$ cat config.mk
export PLATFORM = sky130hd
export DESIGN_NAME = alu_reservation_station
export DESIGN_NICKNAME = d
export VERILOG_FILES = /design/src/rtl/alu_reservation_station.sv
export SDC_FILE = /design/constraint.sdc
export NUM_CORES = 2
export LEC_CHECK = 0
export CAP_MARGIN = 20
export CORE_AREA = 2 2 306 384
export CTS_CLUSTER_DIAMETER = 150
export CTS_CLUSTER_SIZE = 20
export DETAILED_ROUTE_END_ITERATION = 10
export DIE_AREA = 0 0 308 386
export DONT_BUFFER_PORTS = 1
export MAX_ROUTING_LAYER = met4
export PLACE_DENSITY = 0.73
export SYNTH_ARGS = -nofsm -noshare
export SYNTH_HDL_FRONTEND = slang
export SYNTH_SLANG_ARGS = --single-unit
$ cat constraint.sdc
create_clock -name clk -period 4.21 [get_ports clk]
set_input_delay 0.842 -clock clk [delete_from_list [all_inputs] [get_ports clk]]
set_output_delay 0.842 -clock clk [all_outputs]
set_load 0.01 [all_outputs]
$ cat src/rtl/alu_reservation_station.sv
// ALU reservation station: buffers issued ops, captures missing operands from the CDB,
// and dispatches the lowest-index operand-ready entry each cycle onto registered ALU outputs.
`timescale 1ns/1ps
module alu_reservation_station #(
    parameter int unsigned DEPTH  = 8,
    parameter int unsigned OP_W   = 6,
    parameter int unsigned DATA_W = 32,
    parameter int unsigned PC_W   = 32,
    parameter int unsigned TAG_W  = 4
) (
    input  logic              clk,
    input  logic              rst,
    input  logic              flush,
    input  logic              issue_valid,
    input  logic [OP_W-1:0]   issue_op,
    input  logic [PC_W-1:0]   issue_pc,
    input  logic [DATA_W-1:0] issue_imm,
    input  logic [TAG_W-1:0]  issue_dest,
    input  logic              issue_q1_busy,
    input  logic              issue_q2_busy,
    input  logic [TAG_W-1:0]  issue_q1,
    input  logic [TAG_W-1:0]  issue_q2,
    input  logic [DATA_W-1:0] issue_v1,
    input  logic [DATA_W-1:0] issue_v2,
    input  logic              cdb_valid,
    input  logic [TAG_W-1:0]  cdb_tag,
    input  logic [DATA_W-1:0] cdb_data,
    output logic              full,
    output logic              is_empty_to_alu,
    output logic [OP_W-1:0]   op_to_alu,
    output logic [DATA_W-1:0] v1_to_alu,
    output logic [DATA_W-1:0] v2_to_alu,
    output logic [DATA_W-1:0] imm_to_alu,
    output logic [PC_W-1:0]   pc_to_alu,
    output logic [TAG_W-1:0]  dest_to_alu
);
    localparam int unsigned IDX_W = (DEPTH > 1) ? $clog2(DEPTH) : 1;
    localparam int unsigned CNT_W = $clog2(DEPTH + 1);

    typedef struct packed {
        logic              valid;
        logic [OP_W-1:0]   op;
        logic [PC_W-1:0]   pc;
        logic [DATA_W-1:0] imm;
        logic [TAG_W-1:0]  dest;
        logic              q1_busy;
        logic [TAG_W-1:0]  q1;
        logic [DATA_W-1:0] v1;
        logic              q2_busy;
        logic [TAG_W-1:0]  q2;
        logic [DATA_W-1:0] v2;
    } entry_t;

    entry_t            ent_q [DEPTH];
    entry_t            ent_d [DEPTH];
    entry_t            new_ent;
    logic              full_q, full_d;
    logic              empty_q, empty_d;
    logic [OP_W-1:0]   op_q, op_d;
    logic [DATA_W-1:0] v1_q, v1_d, v2_q, v2_d, imm_q, imm_d;
    logic [PC_W-1:0]   pc_q, pc_d;
    logic [TAG_W-1:0]  dest_q, dest_d;
    logic              alloc_found, disp_found;
    logic [IDX_W-1:0]  alloc_idx, disp_idx;
    logic [CNT_W-1:0]  cnt;

    // Incoming entry with same-cycle CDB bypass on each busy source
    always_comb begin
        new_ent         = '0;
        new_ent.valid   = 1'b1;
        new_ent.op      = issue_op;
        new_ent.pc      = issue_pc;
        new_ent.imm     = issue_imm;
        new_ent.dest    = issue_dest;
        new_ent.q1      = issue_q1;
        new_ent.q2      = issue_q2;
        new_ent.q1_busy = issue_q1_busy;
        new_ent.q2_busy = issue_q2_busy;
        new_ent.v1      = issue_v1;
        new_ent.v2      = issue_v2;
        if (cdb_valid && issue_q1_busy && (cdb_tag == issue_q1)) begin
            new_ent.q1_busy = 1'b0;
            new_ent.v1      = cdb_data;
        end
        if (cdb_valid && issue_q2_busy && (cdb_tag == issue_q2)) begin
            new_ent.q2_busy = 1'b0;
            new_ent.v2      = cdb_data;
        end
    end

    // Free-slot and ready-entry search on registered state, lowest index wins
    always_comb begin
        alloc_found = 1'b0;
        alloc_idx   = '0;
        disp_found  = 1'b0;
        disp_idx    = '0;
        for (int i = int'(DEPTH) - 1; i >= 0; i--) begin
            if (!ent_q[i].valid) begin
                alloc_found = 1'b1;
                alloc_idx   = IDX_W'(i);
            end
            if (ent_q[i].valid && !ent_q[i].q1_busy && !ent_q[i].q2_busy) begin
                disp_found = 1'b1;
                disp_idx   = IDX_W'(i);
            end
        end
    end

    always_comb begin
        ent_d   = ent_q;
        empty_d = 1'b1;
        op_d    = op_q;
        v1_d    = v1_q;
        v2_d    = v2_q;
        imm_d   = imm_q;
        pc_d    = pc_q;
        dest_d  = dest_q;
        cnt     = '0;
        if (flush) begin
            for (int i = 0; i < int'(DEPTH); i++) begin
                ent_d[i].valid = 1'b0;
            end
        end else begin
            for (int i = 0; i < int'(DEPTH); i++) begin
                if (ent_q[i].valid && cdb_valid) begin
                    if (ent_q[i].q1_busy && (ent_q[i].q1 == cdb_tag)) begin
                        ent_d[i].q1_busy = 1'b0;
                        ent_d[i].v1      = cdb_data;
                    end
                    if (ent_q[i].q2_busy && (ent_q[i].q2 == cdb_tag)) begin
                        ent_d[i].q2_busy = 1'b0;
                        ent_d[i].v2      = cdb_data;
                    end
                end
            end
            if (disp_found) begin
                empty_d                = 1'b0;
                op_d                   = ent_q[disp_idx].op;
                v1_d                   = ent_q[disp_idx].v1;
                v2_d                   = ent_q[disp_idx].v2;
                imm_d                  = ent_q[disp_idx].imm;
                pc_d                   = ent_q[disp_idx].pc;
                dest_d                 = ent_q[disp_idx].dest;
                ent_d[disp_idx].valid  = 1'b0;
            end
            // Full is registered, so a slot freed by dispatch this cycle is not yet visible here
            if (issue_valid && !full_q && alloc_found) begin
                ent_d[alloc_idx] = new_ent;
            end
        end
        for (int i = 0; i < int'(DEPTH); i++) begin
            cnt = cnt + CNT_W'(ent_d[i].valid);
        end
        full_d = (cnt == CNT_W'(DEPTH));
    end

    always_ff @(posedge clk or negedge rst) begin
        if (!rst) begin
            for (int i = 0; i < int'(DEPTH); i++) begin
                ent_q[i] <= '0;
            end
            full_q  <= 1'b0;
            empty_q <= 1'b1;
            op_q    <= '0;
            v1_q    <= '0;
            v2_q    <= '0;
            imm_q   <= '0;
            pc_q    <= '0;
            dest_q  <= '0;
        end else begin
            ent_q   <= ent_d;
            full_q  <= full_d;
            empty_q <= empty_d;
            op_q    <= op_d;
            v1_q    <= v1_d;
            v2_q    <= v2_d;
            imm_q   <= imm_d;
            pc_q    <= pc_d;
            dest_q  <= dest_d;
        end
    end

    assign full            = full_q;
    assign is_empty_to_alu = empty_q;
    assign op_to_alu       = op_q;
    assign v1_to_alu       = v1_q;
    assign v2_to_alu       = v2_q;
    assign imm_to_alu      = imm_q;
    assign pc_to_alu       = pc_q;
    assign dest_to_alu     = dest_q;
endmodule

==> results.yml <==
outcome:
  outcome: "finished with violations"
  failing_checks: "negative hold slack"
floorplanning:
  die_x_microns: 308
  die_area_sq_mm: 0.119
  die-height_microns: 386
  design.core.area_sq_mm: 0.116
  row_count: 140
  initial_core_utilization_pct: 54.5
  design.portCount: 329
yosys:
  synth_edf_count: 0
  syn_inst: 6149
  synth_top_flop_cell: "dfrtp_1"
  syn_avg_cell_area_sq_um: 10.3
  synthSimpleGateAreaFrac_pct: 10.2
  post_synth_xor_area_fraction_pct: 0.958
  syn-num-nets: 6345
  synth.area.mux_share_pct: 13.6
  adder_and_majority_gate_portion_of_the_synthesized_area_pct: 0.187
  synth_seq_cells: 1332
  async_reset_ff_share_pct: 100
  synth-compound-area-share_pct: 18.3
  main_combinational_cell_family_by_area_after_synthesis: "compound AO/OA/AOI/OAI gates"
  syn_area_sq_mm: 0.0631
  synth-warning-count: 0
  synth.lib_cells_used.distinct: 54
  seq_area_frac_synth_pct: 52.9
cells_and_area:
  area_delta_synth_final_pct: 6.34
  final_instance_count_without_filler_cells: 7351
  final_layout_size_suffix_gt1_share_pct: 13.4
  layout_commonest_cell: "dfrtp_1"
  number_of_nets_in_the_layout: 6028
  final.fill_count: 9648
  design_area_sq_mm: 0.0670
  layout_common_cells: "1,328 x dfrtp_1, 1,035 x nand2_1, 521 x nor2_1"
detailed_routing:
  postRouteWirelength_microns: 211000
  drtPass1Iterations: 8
  ant_nets: 0
  drt_iter0_markers: 6137
  via_per_inst: 6.84
  vias: 50317
  avgRoutedWirePerCell_microns: 28.7
  post-route-drc-count: 0
placement:
  hpwl_microns: 116000
  placement.io_buffers: 0
  pre_cts_ws_ns: -0.246
  final_weighted_congestion_in_routability_driven_placement: 0.935
  place.detailed.instances: 7237
  detailed_place.area_sq_mm: 0.0648
setup_path:
  timing.critical_path.from_type: "flop"
  cp-end-kind: "flop"
  cp_data_arrival_time_ns: 4.81
  worstReg2RegStart: "ent_q[893]"
  timing.critical_path.required_ns: 4.83
  crit_type: "reg -> reg"
  crit_path_max_fanout: 4
  timing.critical_path.from: "ent_q[893]"
clock_tree:
  clock_insertion_delay_worst_skew_ns: 0.72
  cts.path.max_buffers: 3
  path_clk_slew_ns: 0.10
  clock_tree.root_cell: "clkbuf_16"
  tritoncts: "yes"
  numCtsBuffers: 76
  htree_num_levels: 3
  cts.sinks: 1332
timing:
  timing.fmax_ghz: 0.238
  setup_repair_after_global_routing_missed_its_margin: "yes"
  final.setup.worst_slack_ns: 0.0115
  hold_viol_final: 162
  drv_slew: 0
  timing.slew.headroom_pct: 16.7
  setup_viol: 0
  fin_crit_sh_pct: 99.7
  fin_crit_ns: 4.20
  final.hold.worst_slack_ns: -0.148
  worst_slew_pin_slew_ns: 1.25
  timing.clock.skew_ns: 0.0433
power:
  fin_total_pwr_mw: 28.3
  p_per_area_mw_per_mm2: 422
  p_leak_nw: 30.8
  ir_worst_vdd_uv: 339
grt:
  grt_first_pass_wirelength_microns: 316000
  all_layer_gr_usage_pct: 36.2
  grt_start_max_net_pins: 324
  overflow: 0
  number_of_global_route_vias_before_repair: 50171
  antenna_found_initial: 18
run:
  max_cap_violations: 0
min_path:
  min_path_type: "in -> async"
==> routing by layer <==
metal	part of all wire, %	wire (microns)	GRT usage, %	vias to the layer above
li1	-	-	-	21207
met1	36	76400	43.1	25363
met2	47	99100	57.0	2942
met3	11	23100	8.70	805
met4	5.9	12500	19.5	0
met5	0	0	-	-
==> layout make-up <==
cell class	instances	area, sq um	area share, %
inverter	21	83.8	0.125
antenna	18	45.0	0.0672
multi-input combinational	4224	27800	41.4
clock buffer	86	2000	2.99
tap	1491	1870	2.78
timing repair buffer	177	1920	2.87
sequential	1332	33300	49.7
clock inverter	2	17.5	0.0261
==> kinds of logic after synthesis <==
group	Yosys count
simple gates	1659
buf+inv	593
xor+xnor	69
fa+ha+maj	7
mux	807
flops	1332
compound gates	1682
==> metrics by stage <==
stage	TNS [ns]	util [%]	hold WS, ns
after CTS	0	57.8	-0.212
after floorplan	-0.110	-	0.438
after global placement	-0.209	56.1	0.449
after detailed placement	-0.246	56.1	0.456
final	0	58.0	-0.148
after global routing	-0.185	58.0	-0.200
==> report_power, final <==
group          switching (mW)  internal (mW)  total, mW
registers                1.90           14.7       16.6
clock network            4.28           3.38       7.66
logic                    1.98           2.03       4.01
total                    8.17           20.1       28.3
==> worst max-delay path, cell delays in order (launching register included) <==
cell and delay, ns:
dfrtp_1 0.43, nand4_1 0.15, buf_4 0.18, a21o_1 0.19, a2111oi_4 0.42, a31oi_4 0.06, fa_1 0.52, fa_1 0.59
fa_1 0.43, inv_1 0.08, ha_2 0.18, inv_2 0.04, fa_1 0.48, nand2_1 0.07, nor4_2 0.29
==> final timing paths <==
path                       cells after the start  slack [ns]     endpoint
max                                           14        0.01         full
min                                            0       -0.15  ent_q[1165]
max reg2reg                                   14        0.01         full
min reg2reg                                    2        0.47   ent_q[244]
max in group asynchronous                      4        1.42  ent_q[1061]
min in group clk                               2        0.25  ent_q[1174]
==> registers in the layout, summed over array words and instances, names as in the netlist <==
register	count
ent_q	1192
is_empty_to_alu	1
imm_to_alu	32
dest_to_alu	4
full	1
op_to_alu	6
v2_to_alu	32
v1_to_alu	32
pc_to_alu	32
==> Yosys cell counts (all sizes together), types with 4 or more instances <==
cell type | instances | area share [%]
nor2 | 529 | 3.1
o32a | 31 | 0.49
nand4 | 6 | 0.060
buf | 148 | 1.2
o221ai | 73 | 1.0
a21oi | 483 | 3.8
o41ai | 4 | 0.056
nor3b | 6 | 0.079
clkbuf | 424 | 2.5
o21ai | 263 | 2.1
xor2 | 46 | 0.64
nand3 | 26 | 0.21
a22oi | 174 | 2.1
o22a | 415 | 5.8
nor4 | 14 | 0.14
nand2 | 1046 | 6.2
mux2i | 393 | 6.2
xnor2 | 23 | 0.32
a31oi | 4 | 0.050
nand2b | 4 | 0.040
fa | 4 | 0.13
nor3 | 11 | 0.087
inv | 21 | 0.13
o22ai | 121 | 1.2
and2 | 4 | 0.040
or3 | 5 | 0.050
mux2 | 414 | 7.4
a221oi | 64 | 0.89
dfrtp | 1331 | 53
o221a | 32 | 0.57
==> repair_timing <==
item	in CTS	in global routing
pin swaps	0	13
hold endpoints to repair	162	162
buffers inserted	0	8
endpoints found under the setup margin	1	10
resized for setup	3	26
No activity file was read; power rests on OpenSTA's default activity.
